==> src/rtl/uart_err_counter.sv <==
// rtl/uart_err_counter.sv - saturating error counter; clear wins over increment
module uart_err_counter #(
  parameter int CNT_WIDTH = 8
) (
  input  logic                 CLK,
  input  logic                 RST,
  input  logic                 clr,
  input  logic                 inc,
  output logic [CNT_WIDTH-1:0] cnt
);

  logic [CNT_WIDTH-1:0] cnt_q, cnt_d;

  always_comb begin
    cnt_d = cnt_q;
    if (clr) begin
      cnt_d = '0;
    end else if (inc && (cnt_q != '1)) begin
      cnt_d = cnt_q + 1'b1;
    end
  end

  always_ff @(posedge CLK or negedge RST) begin
    if (!RST) begin
      cnt_q <= '0;
    end else begin
      cnt_q <= cnt_d;
    end
  end

  assign cnt = cnt_q;

endmodule

==> config.mk <==
export PLATFORM = sky130hd
export DESIGN_NAME = uart_err_counter
export DESIGN_NICKNAME = d
export VERILOG_FILES = /design/src/rtl/uart_err_counter.sv
export SDC_FILE = /design/constraint.sdc
export NUM_CORES = 1
export LEC_CHECK = 0
export BUFFER_PORTS_ARGS = -buffer_cell sky130_fd_sc_hd__clkbuf_2
export CAP_MARGIN = 10
export CORE_AREA = 2 2 40 42
export CTS_CLUSTER_SIZE = 8
export DETAILED_ROUTE_END_ITERATION = 12
export DIE_AREA = 0 0 42 44
export PLACE_DENSITY_LB_ADDON = 0.15
export SLEW_MARGIN = 20
export SYNTH_ARGS = -nofsm -noshare
export SYNTH_HDL_FRONTEND = slang
export SYNTH_SLANG_ARGS = --single-unit
export TNS_END_PERCENT = 1
==> constraint.sdc <==
create_clock -name CLK -period 1.5 [get_ports CLK]
set_input_delay 0.3 -clock CLK [delete_from_list [all_inputs] [get_ports CLK]]
set_output_delay 0.3 -clock CLK [all_outputs]
set_load 0.03 [all_outputs]
Yosys cells after proc, flatten, opt, wreduce, memory -nomap -nowiden
Index checks and enable logic that the tools add are counted.

word-level totals
  flip-flop bits (word level) = 8
  input port bits = 4
  output and inout port bits = 8
  logic and storage cells = 7

operators by class
  $add $sub $neg = 1
  equal/unequal tests = 1
  multiplexer cells = 2
  reductions and logical operators = 2

operators with widths
  kind                                           number
  2-to-1 mux 8 bit                               2
  adder 8 x 1 -> 8 bit (second input constant)   1
  inequality test 8 bit (second input constant)  1
  nonzero test 2 bit                             1
  logical AND 1 bit                              1

Logic depth before layout (Yosys ltp)
Gate-level depths: netlist of the first run.

  depth after elaboration = 4
  gate-level depth with buffers = 4
  gate-level depth less buffers = 4

Worst setup path after synthesis of the first run
OpenSTA, ideal clock, no wires.

  path kind = register to register
  from = register cnt_q[0] (netlist: cnt[0])
  to = register cnt_q[0] (netlist: cnt[0])
  data arrival time = 1.623 ns
  setup slack = -0.247 ns
  cell stages (with the launch flop) = 5
  path buffers = 0
  clock period less this slack = 1.747 ns
  cell sequence = dfrtp_1 > ha_1 > and4_2 > a21boi_1 > mux2_2

on the way
  word-level cells in the longest chain between the ends = 3

ends and longest elaborated chain
  element                                                               line    RTL
  from (decl)                                                           12      logic [CNT_WIDTH-1:0] cnt_q, cnt_d;
  from (signal assigned)                                                27      cnt_q <= cnt_d;
  adder 8 x 1 -> 8 bit / inequality test 8 bit (equally long branches)  19, 18
  2-to-1 mux 8 bit / logical AND 1 bit (equally long branches)          18      end else if (inc && (cnt_q != '1)) begin
  2-to-1 mux 8 bit / nonzero test 2 bit (equally long branches)         -

Several ways; a longest one is shown, not always the timed one. The select of a mux whose other input is x is not followed.
A chain may end at the register's enable or synchronous reset.

Worst setup path in the final report of the first run
Ends and elaborated chain as after synthesis.

==> metrics.md, run 1 <==
| Metric | Value |
|---|---|
| Placed Cells | `77` |
| Post-synth ARST share | `1.000` |
| Number of fill cells in the layout | `roughly 150` |
| Post-synth EDFFs | `0` |
| Setup TNS | `0 ns` |
| Final core occ | `0.4321` |
| GRT Util Overall | `0.1434` |
| RSZ-0062 raised after global routing | `no` |
| Global-route wire length before repair | `~1.9 mm` |
| Clock power share | `0.385` |
| Post-placement cell area | `576.8 um^2` |
| Worst path slowest cell | `dfrtp_2` |
| RePlAce Congestion | `slightly above 0.7` |
| MaxCap Viol Count | `0` |
| Pin count of the biggest net entering global routing | `12` |
| Pwr/cell area | `between 700 and 800 nW/um^2` |
| Worst Setup SP | `cnt[0]$_DFFE_PN0P_` |
| Drt total wl | `1.088 mm` |
| Worst min path class | `input port to flop` |
| Final Instance Area | `about 600 um^2` |
| Crit path buffers/inverters | `0` |
| Worst r2r src | `cnt[0]$_DFFE_PN0P_` |
| Worst EP arrival | `around 1.6 ns` |
| Core Box Area | `roughly 1400 um^2` |
| Max reg flops | `8` |
| Routed Antenna Nets | `0` |
| Final hold violation count | `0` |
| # DRC | `0` |
| Vias per cell | `approximately 5.3` |
| DR WL/cell | `~13 um` |
| Post-cts resize count | `0` |
| CTS tree | `done` |
| Final Max Tran Viols | `0` |
| Clock buffer depth | `2` |
| Vias | `roughly 440` |
| Crit start category | `flop` |
| Diodes inserted | `0` |
| Total gr overflow | `0` |
| Worst clock skew | `around 0.0065 ns` |
| Crit path cell chain | `ha_4 -> and4_4 -> a21boi_2 -> mux2_4` |
| Post-Syn Instances | `49` |
| Slew @ Worst Pin | `0.3482 ns` |
| Synth top cells by count | `8 x dfrtp_1, 4 x nor3_1, 3 x a21oi_1, 3 x nand2b_1, 3 x nor2b_1` |
| P_leak | `about 0.27 nW` |
| Synth Area per Inst | `9.473 um^2` |
| Critical Path RT | `~1.6 ns` |
| Initial cell density of the core | `0.3272` |
| Initial antenna violation count | `0` |
| Worst relative slew slack | `0.7619` |
| Final nets | `72` |
| Root Driver | `clkbuf_4` |
| Register area share after synthesis | `0.4313` |
| Vias in the first global route | `between 400 and 500` |
| Hold Crit Start | `clr` |
| P_int | `about 350 uW` |
| Overall Power | `roughly 470 uW` |
| Layout cell share with drive strength beyond 1 | `0.3788` |
| Total area of sequential cells | `slightly above 200 um^2` |
| Tmin final | `1.439 ns` |
| Dpl hpwl | `769.5 um` |
| CP max stage delay | `around 0.45 ns` |
| Largest area contributor in the netlist | `dfrtp_1` |
| #FFs+latches synth | `8` |
| Multi-input logic area | `roughly 270 um^2` |
| Library cells used by synthesis | `28` |
| Sink Count | `8` |
| Sequential share of power | `0.495` |
| Status | `finished, final reports clean` |
| 1st-iter DRT viols | `10` |
| Count leader, synth | `dfrtp_1` |
| Die area | `between 1500 and 2000 um^2` |
| Net Switching | `122.2 uW` |
| Std cell rows | `14` |
| Sw frac | `0.2604` |
| Endpoints failing setup | `0` |
| Kind of critical path | `flop to flop` |
| Die W | `around 42 um` |
| H-tree levels | `1` |
| Syn nets | `54` |
| Top cells by area, synth | `dfrtp_1 43%, mux2_2 4.9%, nor3_1 4.3%, nand2b_1 4.0%, nor2b_1 4.0%` |
| Total CTS buffers | `3` |
| Crit end category | `flop` |
| Die Y | `between 40 and 50 um` |
| Initial DRT Pass Iterations | `4` |
| I/O Pins | `12` |
| Comb pwr share | `0.120` |
| Largest delay share family, worst path | `flip-flops` |
| Ys flop type | `dfrtp_1` |
| Fin cells | `roughly 80` |
| Layout area overhead | `32.08%` |
| Final period utilization | `0.9592` |
| Peak VDD IR | `391.8 uV` |
| Port Buffer Count | `11` |
| Yosys top cell area share | `0.4313` |
| Worst skew pair latency | `0.26 ns` |
| Synth warn | `0` |
| Fmax | `between 600 and 700 MHz` |
| Clk slew on worst S/H paths | `~0.06 ns` |
| Crit-path max FO | `6` |
| Mapped cell area | `464.2 um^2` |
==> power by group through the flow <==
stage | sequential (mW) | combinational (mW) | clock, mW
6_report | 0.232 | 0.0562 | 0.181
5_1_grt | 0.233 | 0.0627 | 0.207
4_1_cts | 0.232 | 0.0572 | 0.190
3_5_place_dp | 0.236 | 0.0551 | 0
3_3_place_gp | 0.235 | 0.0558 | 0
2_1_floorplan | 0.245 | 0.0261 | 0
==> placed cells by master, fill, tap and decap left out, types with 2 or more instances in the layout <==
| master | Yosys | routed |
|---|---|---|
| nor3_1 | 4 | 4 |
| inv_1 | 2 | 2 |
| dfrtp_2 | 0 | 2 |
| dfrtp_1 | 8 | 6 |
| nor2b_1 | 3 | 3 |
| nand3_1 | 2 | 2 |
| nand2_1 | 2 | 2 |
| nor2_1 | 2 | 2 |
| clkbuf_2 | 0 | 11 |
| buf_4 | 0 | 3 |
| a21oi_1 | 3 | 3 |
| clkbuf_4 | 0 | 3 |
| nand2b_1 | 3 | 3 |
==> kinds of logic (layout without fill, tap and decap cells) <==
group,after synthesis,after routing,synth area share
AND/OR/NAND/NOR,24,24,0.3100
buffers and inverters,4,21,0.03503
flip-flops,8,8,0.4313
adder cells (fa/ha/maj),1,1,0.02695
AO/OA/AOI/OAI,9,9,0.1267
multiplexers,3,3,0.07008
==> layout make-up <==
| cell class | instances | share of cell area |
|---|---|---|
| Clock buffer | 4 | 0.04286 |
| Inverter | 2 | 0.01224 |
| Multi-Input combinational cell | 37 | 0.4388 |
| Sequential cell | 8 | 0.3306 |
| Tap cell | 16 | 0.03265 |
| Timing Repair Buffer | 15 | 0.1429 |
==> final timing paths <==
path | slack [ns] | end | cells past startpoint
max in group asynchronous | 0.88 | cnt[1]$_DFFE_PN0P_ | 2
worst max register to register | 0.06 | cnt[0]$_DFFE_PN0P_ | 4
worst min-delay path | 0.38 | cnt[7]$_DFFE_PN0P_ | 2
worst min register to register | 0.63 | cnt[1]$_DFFE_PN0P_ | 2
min in group asynchronous | 0.42 | cnt[2]$_DFFE_PN0P_ | 2
worst max-delay path | 0.06 | cnt[0]$_DFFE_PN0P_ | 4
==> through the flow <==
step,hold slack (ns),setup WS (ns)
2_1_floorplan,0.004409,0.009766
3_3_place_gp,0.1695,0.08913
3_5_place_dp,0.1645,0.07127
4_1_cts,0.3675,0.06206
5_1_grt,0.3906,0.003314
6_report,0.3789,0.06126
==> per-layer routing <==
layer,routed length [um],GRT usage,share of wire,vias up
met3,66,0.05417,0.061,2
met4,11,0.07742,0.010,0
met1,547,0.1835,0.50,201
met5,0,0,0,-
li1,-,-,-,215
met2,462,0.2094,0.42,19
==> worst reg2reg max path, stage by stage, from the launching register on <==
cell and delay, ns:
dfrtp_2 0.45, ha_4 0.18, and4_4 0.19, a21boi_2 0.19
mux2_4 0.31
==> repair_timing <==
item	4_1_cts	5_1_grt
setup buffers	0	0
endpoints found under the hold margin	8	0
endpoints found under the setup margin	0	0
hold buffers	1	0
Power figures use the tool's default switching activity.
==> run 2, diff against run 1 <==
--- a/config.mk
+++ b/config.mk
@@ -7,10 +7,11 @@
 export LEC_CHECK = 0
 export BUFFER_PORTS_ARGS = -buffer_cell sky130_fd_sc_hd__clkbuf_2
 export CAP_MARGIN = 10
-export CORE_AREA = 2 2 40 42
+export CORE_AREA = 5 5 43 45
 export CTS_CLUSTER_SIZE = 8
 export DETAILED_ROUTE_END_ITERATION = 12
-export DIE_AREA = 0 0 42 44
+export DIE_AREA = 0 0 48 50
+export GPL_TIMING_DRIVEN = 0
 export PLACE_DENSITY_LB_ADDON = 0.15
 export SLEW_MARGIN = 20
 export SYNTH_ARGS = -nofsm -noshare
==> metrics.md, run 2 (same netlist as run 1, synthesis figures left out) <==
| Metric | Value |
|---|---|
| Tmin final | `1.455 ns` |
| Drt total wl | `1.062 mm` |
| Critical Path RT | `approximately 1.6 ns` |
| Crit path cell chain | `ha_4 -> and4_4 -> a21boi_4 -> mux2_4` |
| I/O Pins | `12` |
| Global-route wire length before repair | `~1.7 mm` |
| 1st-iter DRT viols | `5` |
| Die Y | `approximately 50 um` |
| Final hold slack | `a little over 0.4 ns` |
| RePlAce Congestion | `roughly 0.73` |
| Final period utilization | `0.9703` |
| P_leak | `around 0.27 nW` |
| Total CTS buffers | `3` |
| Initial cell density of the core | `0.3232` |
| Max reg flops | `8` |
| Dpl hpwl | `about 730 um` |
| Vias per cell | `~5.2` |
| Sink Count | `8` |
| Setup WS pre-CTS | `~0.014 ns` |
| Diodes inserted | `0` |
| Crit-path max FO | `7` |
| Sequential share of power | `0.478` |
| Total gr overflow | `0` |
| Setup TNS | `0 ns` |
| Commonest non-fill, non-tap cell in the layout | `clkbuf_2` |
| Die area | `2400 um^2` |
| Comb pwr share | `0.146` |
| Worst path slowest cell | `dfrtp_2` |
| Fmax | `687.1 MHz` |
| H-tree levels | `1` |
| CP max stage delay | `about 0.45 ns` |
| Layout area overhead | `35.31%` |
| Clock power share | `0.376` |
| Endpoints failing setup | `0` |
| Initial antenna violation count | `0` |
| Root Driver | `clkbuf_4` |
| Worst clock skew | `between 0.009 and 0.01 ns` |
| Worst skew pair latency | `approximately 0.26 ns` |
| Vias | `~430` |
| Vias in the first global route | `approximately 350` |
| Worst relative slew slack | `0.7167` |
| # DRC | `0` |
| Slew @ Worst Pin | `0.4249 ns` |
| Clk slew on worst S/H paths | `around 0.06 ns` |
| Port Buffer Count | `10` |
| Most frequent cells in the layout | `10 x clkbuf_2, 6 x dfrtp_1, 4 x nor3_1` |
| Std cell rows | `14` |
| Overall Power | `between 400 and 500 uW` |
| Pin count of the biggest net entering global routing | `11` |
| DR WL/cell | `about 13 um` |
| Crit end category | `flop` |
| CTS tree | `done` |
| Layout cell share with drive strength beyond 1 | `0.3881` |
| Final nets | `73` |
| Worst EP arrival | `1.60 ns` |
| Crit start category | `flop` |
| Status | `finished, final reports clean` |
| Routed Antenna Nets | `0` |
| GRT Util Overall | `0.09557` |
| Final Max Tran Viols | `0` |
| Net Switching | `around 130 uW` |
| Final worst slack | `~0.045 ns` |
| Clock buffer depth | `2` |
| Pwr/cell area | `between 700 and 800 nW/um^2` |
| Worst min path class | `input port to flop` |
| Peak VDD IR | `between 300 and 400 uV` |
| Sw frac | `0.2592` |
| MaxCap Viol Count | `0` |
| Kind of critical path | `flop to flop` |
| Final hold violation count | `0` |
| P_int | `357.2 uW` |
| Die W | `about 48 um` |
| Core Box Area | `1436 um^2` |
| RSZ-0062 raised after global routing | `no` |
| Initial DRT Pass Iterations | `4` |
## run 2: cell count changes in the layout (fill, tap and decap cells not counted)
cell,previous run,this run
a21boi_2,1,0
a21boi_4,0,1
a21oi_1,3,2
a21oi_2,0,1
buf_2,0,1
clkbuf_1,1,2
clkbuf_2,11,10
## run 2: cell type report
class,instances,area (um^2)
multi-input combinational,37,280.3
timing repair buffer,14,82.58
sequential,8,202.7
inverter,2,7.507
fill,139,808.3
clock buffer,4,26.28
tap,16,20.02
buffer,2,8.758
## run 2: metal layers
layer | vias up | track usage | wire (um)
met2 | 11 | 0.1145 | 438
met1 | 198 | 0.1488 | 543
met5 | - | 0 | 0
li1 | 220 | - | -
met3 | 0 | 0.04364 | 81
met4 | 0 | 0.02691 | 0
## run 2: through the flow
step                      instances    util  cell area (um^2)
after floorplan                  49       -             488.0
after global placement           75  0.3885             558.0
final                            83  0.4373             628.1
after CTS                        80  0.4138             594.3
after global routing             83  0.4373             628.1
after detailed placement         75  0.3885             558.0
## run 2: worst max-delay path: cells and delay by family (launching register included)
family          cells  cell delay [ns]
simple gates        1             0.21
compound gates      1             0.18
mux                 1             0.31
flops               1             0.45
fa+ha+maj           1             0.20
## run 2: power by group through the flow
| stage | sequential (mW) | clock [mW] | combinational, mW |
|---|---|---|---|
| 2_1_floorplan | 0.245 | 0 | 0.0261 |
| 3_3_place_gp | 0.236 | 0 | 0.0542 |
| 3_5_place_dp | 0.236 | 0 | 0.0544 |
| 4_1_cts | 0.232 | 0.191 | 0.0575 |
| 5_1_grt | 0.231 | 0.200 | 0.0767 |
| 6_report | 0.230 | 0.181 | 0.0705 |
## run 2: timing repair
action | in CTS | in global routing
setup buffers | 0 | 3
endpoints found under the setup margin | 0 | 2
hold buffers | 1 | 0
gates resized for setup | 0 | 2
hold endpoints to repair | 8 | 0
## run 2: final timing paths
check / start / to / slack, ns / cells past startpoint
setup / recovery: cnt[0]$_DFFE_PN0P_ / cnt[0]$_DFFE_PN0P_ / 0.04 / 4
hold / removal: clr / cnt[3]$_DFFE_PN0P_ / 0.41 / 3
setup reg to reg: cnt[0]$_DFFE_PN0P_ / cnt[0]$_DFFE_PN0P_ / 0.04 / 4
hold reg to reg: cnt[7]$_DFFE_PN0P_ / cnt[7]$_DFFE_PN0P_ / 0.58 / 2
max in group asynchronous: RST / cnt[1]$_DFFE_PN0P_ / 0.87 / 2
min in group asynchronous: RST / cnt[7]$_DFFE_PN0P_ / 0.43 / 2
==> run 3, diff against run 2 <==
--- a/config.mk
+++ b/config.mk
@@ -7,11 +7,13 @@
 export LEC_CHECK = 0
 export BUFFER_PORTS_ARGS = -buffer_cell sky130_fd_sc_hd__clkbuf_2
 export CAP_MARGIN = 10
-export CORE_AREA = 5 5 43 45
+export CORE_AREA = 2 2 40 42
+export CTS_CLUSTER_DIAMETER = 200
 export CTS_CLUSTER_SIZE = 8
 export DETAILED_ROUTE_END_ITERATION = 12
-export DIE_AREA = 0 0 48 50
+export DIE_AREA = 0 0 42 44
 export GPL_TIMING_DRIVEN = 0
+export MAX_ROUTING_LAYER = met4
 export PLACE_DENSITY_LB_ADDON = 0.15
 export SLEW_MARGIN = 20
 export SYNTH_ARGS = -nofsm -noshare
==> metrics.md, run 3 (same netlist as run 1, synthesis figures left out) <==
| Metric | Value |
|---|---|
| Final hold slack | `a little under 0.4 ns` |
| Global-route wire length before repair | `~1.6 mm` |
| Slew @ Worst Pin | `about 0.42 ns` |
| RePlAce Congestion | `0.7346` |
| Diodes inserted | `0` |
| Commonest non-fill, non-tap cell in the layout | `clkbuf_2` |
| Routed Antenna Nets | `0` |
| RSZ-0062 raised after global routing | `no` |
| Port Buffer Count | `10` |
| Worst path slowest cell | `dfrtp_2` |
| Worst hold path depth | `3` |
| Worst relative slew slack | `0.7197` |
| Root Driver | `clkbuf_4` |
| Total gr overflow | `0` |
| Hold Crit Start | `clr` |
| Initial cell density of the core | `0.3272` |
| Die W | `about 42 um` |
| Die Y | `approximately 44 um` |
| Max reg flops | `8` |
| Std cell rows | `14` |
| Fmax | `a little under 700 MHz` |
| Worst min path class | `input port to flop` |
| Dpl hpwl | `693.8 um` |
| CP max stage delay | `around 0.44 ns` |
| Most frequent cells in the layout | `10 x clkbuf_2, 6 x dfrtp_1, 4 x nor3_1` |
| Clk slew on worst S/H paths | `0.06 ns` |
| Critical Path RT | `1.65 ns` |
| DR WL/cell | `12.48 um` |
| Worst skew pair latency | `0.27 ns` |
| Vias per cell | `between 5 and 6` |
| Path depth of the worst reg2reg path | `4` |
| Overall Power | `just under 500 uW` |
| GRT Util Overall | `0.1284` |
| Status | `finished, final reports clean` |
| Crit end category | `flop` |
| Worst r2r src | `cnt[1]$_DFFE_PN0P_` |
| Number of fill cells in the layout | `about 150` |
| Worst EP arrival | `1.61 ns` |
| MaxCap Viol Count | `0` |
| # DRC | `0` |
| H-tree levels | `1` |
| Kind of critical path | `flop to flop` |
| Sink Count | `8` |
| Vias in the first global route | `approximately 350` |
| Final nets | `approximately 70` |
| Final period utilization | `0.9713` |
| Setup TNS | `0 ns` |
| Clock buffer depth | `2` |
| Final hold violation count | `0` |
| Initial DRT Pass Iterations | `4` |
| Initial antenna violation count | `0` |
| Pin count of the biggest net entering global routing | `11` |
| Tmin final | `~1.5 ns` |
| Layout area overhead | `31.27%` |
| Peak VDD IR | `between 300 and 400 uV` |
| I/O Pins | `12` |
| P_leak | `~0.27 nW` |
| Crit path cell chain | `ha_4 -> and4_4 -> a21boi_2 -> mux2_4` |
| Die area | `roughly 1800 um^2` |
| Drt total wl | `approximately 1.0 mm` |
| Post-cts resize count | `0` |
| Final Instance Area | `roughly 610 um^2` |
| Pwr/cell area | `790.9 nW/um^2` |
| Final Max Tran Viols | `0` |
| Crit-path max FO | `7` |
| Total CTS buffers | `3` |
| Crit start category | `flop` |
| Vias | `approximately 450` |
| Worst clock skew | `0.005148 ns` |
| Worst Setup SP | `cnt[1]$_DFFE_PN0P_` |
| CTS tree | `done` |
| Post-placement cell area | `around 560 um^2` |
| Core Box Area | `approximately 1400 um^2` |
| 1st-iter DRT viols | `16` |
| Layout cell share with drive strength beyond 1 | `0.3636` |
| Endpoints failing setup | `0` |
run 3: cell count changes in the layout (fill, tap and decap cells not counted):
| cell | previous run | this run |
|---|---|---|
| a21oi_2 | 1 | 0 |
| a21boi_4 | 1 | 0 |
| a21boi_2 | 0 | 1 |
| buf_4 | 3 | 2 |
| a21oi_1 | 2 | 3 |
run 3: path summary, 6_finish.rpt:
kind,slack [ns],end
min in group asynchronous,0.42,cnt[5]$_DFFE_PN0P_
min,0.39,cnt[3]$_DFFE_PN0P_
max reg2reg,0.04,cnt[0]$_DFFE_PN0P_
max in group asynchronous,0.89,cnt[0]$_DFFE_PN0P_
min reg2reg,0.59,cnt[7]$_DFFE_PN0P_
max,0.04,cnt[0]$_DFFE_PN0P_
run 3: layout make-up:
| type | count | area [um^2] | area share |
|---|---|---|---|
| clock buffers | 4 | 26.28 | 0.04312 |
| well taps | 16 | 20.02 | 0.03285 |
| inverters | 2 | 7.507 | 0.01232 |
| multi-input cells | 37 | 269.0 | 0.4415 |
| flip-flops and latches | 8 | 202.7 | 0.3326 |
| repair buffers | 13 | 75.07 | 0.1232 |
| plain buffers | 2 | 8.758 | 0.01437 |
run 3: what timing repair did:
item,CTS,global route
buffers inserted,0,2
hold buffers,1,0
endpoints found under the hold margin,8,0
setup endpoints to repair,0,2
run 3: routing by layer:
layer  share of wire  track usage
met1            0.48       0.1790
met2            0.41       0.1563
met3           0.071      0.02917
met4           0.030      0.09677
met5               0            -
run 3: where the power goes:
part           switching [mW]  internal (mW)
clock                  0.0855          0.103
sequential            0.00818          0.222
combinational          0.0354         0.0282
total                   0.129          0.353
run 3: critical path, delay by kind of cell (launching register included):
kind                     cells  cell delay [ns]
adder cells (fa/ha/maj)      1             0.19
AND/OR/NAND/NOR              1             0.20
AO/OA/AOI/OAI                1             0.20
multiplexers                 1             0.31
flip-flops                   1             0.44
run 3: metrics by stage:
step	cells	setup slack, ns	util
global placement	75	0.02361	0.3933
global route	82	0.007379	0.4295
detailed placement	75	0.03219	0.3933
finish	82	0.04300	0.4295
CTS	80	0.02015	0.4189
floorplan	49	0.009766	-
